File: config.mk
export PLATFORM = sky130hd
export DESIGN_NAME = cop0_irq_sequencer
export DESIGN_NICKNAME = d
export VERILOG_FILES = /design/src/rtl/cop0_irq_sequencer_pkg.sv /design/src/rtl/cop0_irq_sequencer.sv
export SDC_FILE = /design/constraint.sdc
export NUM_CORES = 1
export LEC_CHECK = 0
export ABC_AREA = 0
export ABC_CLOCK_PERIOD_IN_PS = 5200
export CAP_MARGIN = 15
export CORE_AREA = 2 2 88 90
export CTS_CLUSTER_DIAMETER = 80
export DETAILED_ROUTE_END_ITERATION = 16
export DIE_AREA = 0 0 90 92
export PLACE_DENSITY = 0.92
export SKIP_LAST_GASP = 1
export SLEW_MARGIN = 20
export SYNTH_ARGS = -nofsm -noshare
export SYNTH_HDL_FRONTEND = slang
export SYNTH_SLANG_ARGS = --single-unit
File: constraint.sdc
create_clock -name Clock -period 5.2 [get_ports Clock]
set_input_delay 1.04 -clock Clock [delete_from_list [all_inputs] [get_ports Clock]]
set_output_delay 1.04 -clock Clock [all_outputs]
set_load 0.02 [all_outputs]
File: src/rtl/cop0_irq_sequencer_pkg.sv
// Shared COP0 definitions: sequencer states, handler vector, register map and
// STATUS/CAUSE field positions used by the pipeline-side interrupt logic.
package cop0_pkg;

  typedef enum logic [2:0] {
    ST_IDLE,
    ST_DRAIN,
    ST_TAKE,
    ST_RECOVER,
    ST_ERET_GO
  } seq_state_e;

  localparam logic [31:0] HANDLER_VECTOR_DEFAULT = 32'hC000_0180;

  localparam logic [4:0] COP0_REG_COUNT   = 5'd9;
  localparam logic [4:0] COP0_REG_COMPARE = 5'd11;
  localparam logic [4:0] COP0_REG_STATUS  = 5'd12;
  localparam logic [4:0] COP0_REG_CAUSE   = 5'd13;
  localparam logic [4:0] COP0_REG_EPC     = 5'd14;

  localparam int unsigned STATUS_IE_BIT = 0;
  localparam int unsigned IRQ_FIELD_MSB = 15;
  localparam int unsigned IRQ_FIELD_LSB = 10;

  // Same reduction COP0 performs to drive InterruptRequest.
  function automatic logic irq_pending(input logic [31:0] status,
                                       input logic [31:0] cause);
    return status[STATUS_IE_BIT] &
           (|(status[IRQ_FIELD_MSB:IRQ_FIELD_LSB] & cause[IRQ_FIELD_MSB:IRQ_FIELD_LSB]));
  endfunction

endpackage

File: src/rtl/cop0_irq_sequencer.sv
// Chooses a safe EX boundary for taking an interrupt, flushes, redirects to the
// handler and pulses InterruptHandled; also sequences ERET back to EPC.
module cop0_irq_sequencer
  import cop0_pkg::*;
#(
  parameter logic [31:0] HANDLER_VECTOR = HANDLER_VECTOR_DEFAULT,
  parameter logic [31:0] DSLOT_ADJ      = 32'd4
) (
  input  logic        Clock,
  input  logic        Reset,
  input  logic        Enable,
  input  logic        InterruptRequest,
  input  logic        ExValid,
  input  logic [31:0] ExPC,
  input  logic        ExInDelaySlot,
  input  logic        ExIsEret,
  input  logic        Cop0WriteEnable,
  input  logic        MemStall,
  input  logic [31:0] EPC,
  output logic        Flush,
  output logic        Busy,
  output logic        PCRedirect,
  output logic [31:0] RedirectTarget,
  output logic [31:0] InterruptedPC,
  output logic        InterruptHandled,
  output logic        StatusRestore
);

  seq_state_e  state_q, state_d;
  logic [31:0] int_pc_q, int_pc_d;
  logic [31:0] eret_pc_q, eret_pc_d;
  logic        flush_c;
  logic        ready;
  logic        eret_ok;
  logic        pulse_ok;
  logic [31:0] restart_pc;

  // A pending MTC0 must retire first since it may clear IE.
  assign ready      = ExValid & ~MemStall & ~Cop0WriteEnable;
  assign eret_ok    = ExValid & ExIsEret & ~MemStall;
  assign restart_pc = ExInDelaySlot ? (ExPC - DSLOT_ADJ) : ExPC;
  assign pulse_ok   = Enable & ~Reset;

  always_ff @(posedge Clock) begin
    if (Reset) begin
      state_q   <= ST_IDLE;
      int_pc_q  <= '0;
      eret_pc_q <= '0;
    end else if (Enable) begin
      state_q   <= state_d;
      int_pc_q  <= int_pc_d;
      eret_pc_q <= eret_pc_d;
    end
  end

  always_comb begin
    state_d   = state_q;
    int_pc_d  = int_pc_q;
    eret_pc_d = eret_pc_q;
    flush_c   = 1'b0;
    unique case (state_q)
      ST_IDLE: begin
        // Interrupt wins over a simultaneous ERET; the ERET becomes the restart point.
        if (InterruptRequest) begin
          if (ready) begin
            flush_c  = 1'b1;
            int_pc_d = restart_pc;
            state_d  = ST_TAKE;
          end else begin
            state_d = ST_DRAIN;
          end
        end else if (eret_ok) begin
          flush_c   = 1'b1;
          eret_pc_d = EPC;
          state_d   = ST_ERET_GO;
        end
      end
      ST_DRAIN: begin
        if (!InterruptRequest) begin
          state_d = ST_IDLE;
        end else if (ready) begin
          flush_c  = 1'b1;
          int_pc_d = restart_pc;
          state_d  = ST_TAKE;
        end
      end
      ST_TAKE:    state_d = ST_RECOVER;
      ST_RECOVER: state_d = ST_IDLE;
      ST_ERET_GO: state_d = ST_IDLE;
      default:    state_d = ST_IDLE;
    endcase
  end

  always_comb begin
    Flush            = flush_c & pulse_ok;
    Busy             = (state_q != ST_IDLE);
    PCRedirect       = 1'b0;
    RedirectTarget   = '0;
    InterruptHandled = 1'b0;
    StatusRestore    = 1'b0;
    InterruptedPC    = int_pc_q;
    if (pulse_ok) begin
      unique case (state_q)
        ST_TAKE: begin
          PCRedirect       = 1'b1;
          RedirectTarget   = HANDLER_VECTOR;
          InterruptHandled = 1'b1;
        end
        ST_ERET_GO: begin
          PCRedirect     = 1'b1;
          RedirectTarget = eret_pc_q;
          StatusRestore  = 1'b1;
        end
        default: ;
      endcase
    end
  end

endmodule

==> metrics.md, run 1 <==
| Metric | Value |
|---|---|
| Run status | `complete, no violations` |
| Crit path kind | `primary input to output pin` |
| Fin. Hold Viols | `0` |
| Final period utilization | `84.3%` |
| Gate Count Post-Synth | `401` |
| Worst r2r path cells | `5` |
| WP data required | `between 4000 and 5000 ps` |
| Resize count post-CTS | `0` |
| CTS tree | `done` |
| Pwr Density | `about 240 nW/µm²` |
| Critical path buffer and inverter count | `2` |
| Netlist cell types | `48` |
| Longest Clk Path Bufs | `2` |
| Number of global-route vias before repair | `about 3300` |
| Most frequent cells after synthesis | `72 x nand2_1, 67 x dfxtp_1, 44 x nor2_1` |
| Synthesized area per cell | `8.20 µm²` |
| Initial antenna violation count | `0` |
| Postcts setup bufs | `0` |
| R2r endpoint | `eret_pc_q[17]` |
| EDFF count, synth | `0` |
| Pleak | `1.66 nW` |
| First DRT Iteration DRCs | `127` |
| Io pins | `about 140` |
| VDD IR max | `~0.00013 V` |
| Root Buffer | `clkbuf_8` |
| Sum of negative setup slack | `0 ps` |
| IO buf count | `roughly 140` |
| Max-cap violations | `0` |
| Setup violators final | `0` |
| Number of hold buffers added after cts | `0` |
| H-tree depth | `3` |
| Worst Hold End | `eret_pc_q[24]` |
| Chip width | `90 µm` |
| Setup crit start kind | `primary input` |
| Critical Path Fanout Max | `6` |
| R2r setup slk | `around 3100 ps` |
| Synth Net Count | `between 400 and 500` |
| Hpwl dp | `6620 µm` |
| RSZ-0062 raised after global routing | `false` |
| Num Clock Sinks | `67` |
| Drt drc | `0` |
| Antenna Nets Post-Route | `0` |
| Synth area leader | `dfxtp_1` |
| Total global routing overflow | `0` |
| Worst r2r src | `state_q[1]` |
| GP Congestion | `0.890` |
| Die height | `92 µm` |
| Top cell type's share of synthesized area | `40.8%` |
| Total GRT Usage | `22.2%` |
| Worst clock skew | `8.84 ps` |
| Worst Hold Launch | `eret_pc_q[24]` |
| Total power | `1.21 mW` |
| Global-route wire length before repair | `15100 µm` |
| Max incr delay on CP | `between 700 and 800 ps` |
| CP Capture Type | `output pin` |
| Final Net Count | `between 600 and 700` |
| Fillers | `616` |
| Max-Slew Margin vs Limit | `40.3%` |
| Measured slew at the worst slew-check pin | `889 ps` |
| DR vias/cell | `5.13` |
| Crit path time final | `4390 ps` |
| Count leader, synth | `nand2_1` |
| Delay-heaviest family, CP | `simple AND/OR/NAND/NOR gates` |
| CP cell instances | `clkdlybuf4s50_1, nand2_1, nor3_1, or2_2, clkdlybuf4s50_1` |
| Die footprint | `8280 µm²` |
| Via count | `~3300` |
| Async set-reset flop share out of synthesis | `0%` |
| Register area share after synthesis | `40.8%` |
| Fin Hold WS | `around 450 ps` |
| Primary FF master, synth | `dfxtp_1` |
| Layout cell share with drive strength beyond 1 | `7.65%` |
| DP Worst Slack | `853 ps` |
| Syn-to-layout area delta | `52.1%` |
| Synthesized cell area | `3290 µm²` |
| Slew Viols, Final | `0` |
| Wire per inst | `between 10 and 15 µm` |
| Top post-synthesis cells by area | `dfxtp_1 41%, nand2_1 8.2%, a21oi_1 5.9%` |
| Worst setup margin | `between 800 and 900 ps` |
| Synth warnings | `0` |
| Diodes inserted | `0` |
| Clock-pin transition on the worst setup and hold timing paths | `70 ps` |
| Most frequent CP cell | `clkdlybuf4s50_1` |
| Worst-skew pair later-pin latency | `340 ps` |
| Largest net degree at the start of global routing | `62` |
| Number of placement rows | `32` |
| CTS Buf Count | `9` |
| Total length of routed wires | `9020 µm` |
| Core area | `7450 µm²` |
| Critical Path AT | `3350 ps` |
| Initial Util | `44.2%` |
| Worst Hold Depth | `2` |
| Hold Path Class | `flip-flop to flip-flop` |
| Synthesized flop and latch total | `67` |
| CP max stage cell | `nor3_1` |
| Pre-antenna DRT Iters | `4` |
| Max Clk Rate | `228 MHz` |
==> power by group <==
part	internal [mW]	switching [mW]	total, mW
Sequential	0.522	0.00567	0.528
Combinational	0.0818	0.0661	0.148
Clock	0.332	0.206	0.539
Total	0.936	0.278	1.21
==> cells in the final DEF, fill, tap and decap left out, types with 9 or more instances in the layout <==
cell type / instances
clkdlybuf4s50_1: 140
nand2_1: 72
and2_1: 28
clkbuf_8: 10
dfxtp_1: 67
nor3_1: 11
xnor2_1: 18
a211oi_1: 25
xor2_1: 9
nor2_1: 44
a21oi_1: 39
==> cell type report <==
type | instances | area, µm² | share of cell area, %
clock buffers | 10 | 138 | 2.75
clock inverters | 6 | 113 | 2.25
inverters | 4 | 15.0 | 0.300
multi-input cells | 305 | 1840 | 36.7
flip-flops and latches | 67 | 1340 | 26.8
well taps | 102 | 128 | 2.55
repair buffers | 144 | 1430 | 28.6
==> worst min-delay path: stages, from the launching register on <==
cell and delay (ps):
dfxtp_1 310, nand2_1 50, a21oi_1 50
==> logic make-up (layout without fill, tap and decap cells) <==
logic type	count (synthesis)	in the layout	share of synthesized area, %
buffers and inverters	29	164	3.92
xor gates and xnor gates	27	27	7.19
adders and majority gates	1	1	0.380
DFF	67	67	40.8
AOI/OAI and AO/OA	75	75	14.5
and+or+nand+nor	199	199	32.3
muxes	3	3	0.913
==> routing by layer <==
layer / wire (µm) / GRT usage [%]
met5: 0 / 0
met4: 132 / 9.10
met3: 826 / 9.20
met2: 4460 / 38.4
met1: 3600 / 24.2
==> worst max-delay path by stage <==
stage           start                 end  slack [ps]  depth (start not counted)
6_report       Enable          PCRedirect         810                          5
4_1_cts        Enable          PCRedirect         840                          5
5_1_grt        Enable          PCRedirect         670                          5
3_3_place_gp   Enable          PCRedirect         990                          5
3_5_place_dp   Enable          PCRedirect         850                          5
2_1_floorplan   Reset  RedirectTarget[21]        1730                          4
==> state kept, by name (all words and copies together) (netlist names) <==
signal	count
eret_pc_q	32
state_q	3
InterruptedPC	32
==> through the flow <==
stage          cell area [µm²]  instances  utilization [%]
2_1_floorplan             3290        401                -
5_1_grt                   5000        638             67.1
4_1_cts                   5000        638             67.1
3_5_place_dp              4750        622             63.8
3_3_place_gp              4740        622             63.7
6_report                  5000        638             67.1
Note: power is estimated with default switching activity, not from simulation.
==> run 2, diff against run 1 <==
--- a/config.mk
+++ b/config.mk
@@ -6,13 +6,13 @@
 export NUM_CORES = 1
 export LEC_CHECK = 0
 export ABC_AREA = 0
-export ABC_CLOCK_PERIOD_IN_PS = 5200
+export ABC_CLOCK_PERIOD_IN_PS = 3500
 export CAP_MARGIN = 15
-export CORE_AREA = 2 2 88 90
+export CORE_AREA = 2 2 97 99
 export CTS_CLUSTER_DIAMETER = 80
 export DETAILED_ROUTE_END_ITERATION = 16
-export DIE_AREA = 0 0 90 92
-export PLACE_DENSITY = 0.92
+export DIE_AREA = 0 0 99 101
+export PLACE_DENSITY = 0.81
 export SKIP_LAST_GASP = 1
 export SLEW_MARGIN = 20
 export SYNTH_ARGS = -nofsm -noshare
==> constraint.sdc (replaced) <==
create_clock -name Clock -period 3.5 [get_ports Clock]
set_input_delay 0.7 -clock Clock [delete_from_list [all_inputs] [get_ports Clock]]
set_output_delay 0.7 -clock Clock [all_outputs]
set_load 0.02 [all_outputs]
==> run 2 against run 1 <==
Net effect:
- final area fell by 0.55%
- non-clock buffer count rose by 5
- power rose by 29%
- clock skew fell by 1.2 ps
- sequential power rose by 48%
- first-iteration DRC count rose by 1.6%
- global-route usage fell by 4.9 points
- core utilization fell by 12 points
- setup slack got worse by 560 ps
- clock-buffer cell count did not move
- largest cell class unchanged
- largest power group is now registers
- highest routed layer unchanged
==> metrics.md, run 2 (synthesized netlist as in run 1, its figures left out) <==
| Metric | Value |
|---|---|
| Longest Clk Path Bufs | `2 (unchanged)` |
| Measured slew at the worst slew-check pin | `512 ps (was 889 ps)` |
| Postcts setup bufs | `0 (unchanged)` |
| Pre-antenna DRT Iters | `4 (unchanged)` |
| Sum of negative setup slack | `0 ps (unchanged)` |
| Final period utilization | `roughly 93%` |
| Via count | `3266 (was 3274)` |
| Most frequent CP cell | `clkdlybuf4s50_1 (unchanged)` |
| Max Clk Rate | `308 MHz` |
| Largest net degree at the start of global routing | `62 (unchanged)` |
| Wire per inst | `13.6 µm (was 14.1 µm)` |
| Hold Path Class | `flip-flop to flip-flop (unchanged)` |
| Total GRT Usage | `17.3% (was 22.2%)` |
| Pleak | `1.64 nW (was 1.66 nW)` |
| Worst clock skew | `7.67 ps (was 8.84 ps)` |
| Max incr delay on CP | `600 ps (was 760 ps)` |
| Max-Slew Margin vs Limit | `65.8% (was 40.3%)` |
| DR vias/cell | `5.02 (was 5.13)` |
| RSZ-0062 raised after global routing | `false (unchanged)` |
| Core area | `8980 µm² (was 7450 µm²)` |
| Number of global-route vias before repair | `3050 (was 3294)` |
| Most frequent cells in the layout | `140 x clkdlybuf4s50_1, 72 x nand2_1, 67 x dfxtp_1 (unchanged)` |
| Total global routing overflow | `0 (unchanged)` |
| Fin. Hold Viols | `0 (unchanged)` |
| Initial Util | `36.6% (was 44.2%)` |
| Antenna Nets Post-Route | `0 (unchanged)` |
| Drt drc | `0 (unchanged)` |
| Critical Path AT | `2550 ps (was 3350 ps)` |
| Fin cells | `651 (was 638)` |
| Total length of routed wires | `8840 µm (was 9020 µm)` |
| Placed insts | `636 (was 622)` |
| Chip width | `99 µm (was 90 µm)` |
| Final core occ | `55.4% (was 67.1%)` |
| Worst-skew pair later-pin latency | `340 ps (about the same)` |
| Clock-pin transition on the worst setup and hold timing paths | `60 ps (was 70 ps)` |
| GP Congestion | `0.815 (was 0.890)` |
| Hpwl dp | `6510 µm (was 6620 µm)` |
| VDD IR max | `0.000182 V (was 0.000129 V)` |
| Setup violators final | `0 (unchanged)` |
| WP data required | `2800 ps (was 4160 ps)` |
| Syn-to-layout area delta | `51.2% (was 52.1%)` |
| Resize count post-CTS | `0 (unchanged)` |
| Global-route wire length before repair | `14100 µm (was 15100 µm)` |
| Pwr Density | `314 nW/µm² (was 243 nW/µm²)` |
| Num Clock Sinks | `67 (unchanged)` |
| Io pins | `142 (unchanged)` |
| CP max stage cell | `clkdlybuf4s50_1 (was nor3_1)` |
| CP cell instances | `clkdlybuf4s50_1, nand2_1, nor4_2, buf_4, a21o_1, clkdlybuf4s50_1 (was clkdlybuf4s50_1, nand2_1, nor3_1, or2_2, clkdlybuf4s50_1)` |
| Root Buffer | `clkbuf_8 (unchanged)` |
| Commonest non-fill, non-tap cell in the layout | `clkdlybuf4s50_1 (unchanged)` |
| Run status | `complete, no violations (unchanged)` |
| Max-cap violations | `0 (unchanged)` |
| CP Capture Type | `output pin (unchanged)` |
| Worst setup margin | `251 ps (was 814 ps)` |
| Slew Viols, Final | `0 (unchanged)` |
| H-tree depth | `3 (unchanged)` |
| Setup crit start kind | `primary input (unchanged)` |
| DP Worst Slack | `249 ps (was 853 ps)` |
| Die footprint | `10000 µm² (was 8280 µm²)` |
| CTS Buf Count | `9 (unchanged)` |
| Crit path time final | `between 3000 and 4000 ps` |
| Die height | `101 µm (was 92 µm)` |
| Crit path kind | `primary input to output pin (unchanged)` |
| Initial antenna violation count | `0 (unchanged)` |
| Number of hold buffers added after cts | `0 (unchanged)` |
| IO buf count | `141 (unchanged)` |
| Number of placement rows | `35 (was 32)` |
| CTS tree | `done (unchanged)` |
| Diodes inserted | `0 (unchanged)` |
| First DRT Iteration DRCs | `129 (was 127)` |
| Layout cell share with drive strength beyond 1 | `7.96% (was 7.65%)` |
| Final Net Count | `610 (was 605)` |
| Critical Path Fanout Max | `34 (was 6)` |
-- run 2: cell count changes in the layout (fill, tap and decap cells not counted) --
cell	change
buf_12	+1
clkinv_2	+2
and3_2	-1
and3_1	+1
buf_4	+4
nand3_1	+1
clkinv_4	-2
clkinvlp_4	+2
nand3_2	-1
bufinv_16	-3
-- run 2: routing by layer --
metal	vias up	global-route usage, %	share of wire [%]	wire length (µm)
met4	0	7.27	1.6	140
li1	1642	-	-	-
met2	111	29.5	49	4320
met3	12	4.92	7.6	669
met5	-	0	0	0
met1	1501	20.4	42	3710
-- run 2: through the flow --
| stage | instance area (µm²) | hold slack, ps | power, mW |
|---|---|---|---|
| 6_report | 4970 | 451 | 1.56 |
| 5_1_grt | 4970 | 479 | 1.63 |
| 4_1_cts | 4970 | 452 | 1.59 |
| 3_5_place_dp | 4800 | 443 | 1.02 |
| 3_3_place_gp | 4800 | 440 | 1.02 |
| 2_1_floorplan | 3290 | 432 | 0.887 |
-- run 2: where the power goes --
group / internal [mW] / switching, mW / total (mW) / leakage (nW)
clock: 0.268 / 0.290 / 0.558 / 0.0839
sequential: 0.776 / 0.00850 / 0.784 / 0.541
combinational: 0.123 / 0.0977 / 0.221 / 1.02
-- run 2: worst max-delay path: cells and delay by family --
family | cells | cell delay, ps
AOI/OAI and AO/OA | 1 | 180
buffers and inverters | 3 | 1440
and+or+nand+nor | 2 | 220
-- run 2: layout make-up --
| type | instances | area (µm²) |
|---|---|---|
| tap | 111 | 139 |
| clock buffer | 10 | 138 |
| multi-input combinational | 305 | 1830 |
| sequential | 67 | 1340 |
| timing repair buffer | 149 | 1480 |
| inverter | 4 | 15.0 |
| clock inverter | 5 | 30.0 |
| fill | 808 | 4010 |
-- run 2: path summary, 6_finish.rpt --
| path | startpoint | end | slack (ps) | cells after the start |
|---|---|---|---|---|
| min reg2reg | eret_pc_q[22] | eret_pc_q[22] | 450 | 2 |
| max reg2reg | state_q[1] | eret_pc_q[4] | 1660 | 6 |
| max | Enable | RedirectTarget[31] | 250 | 6 |
| min | eret_pc_q[22] | eret_pc_q[22] | 450 | 2 |
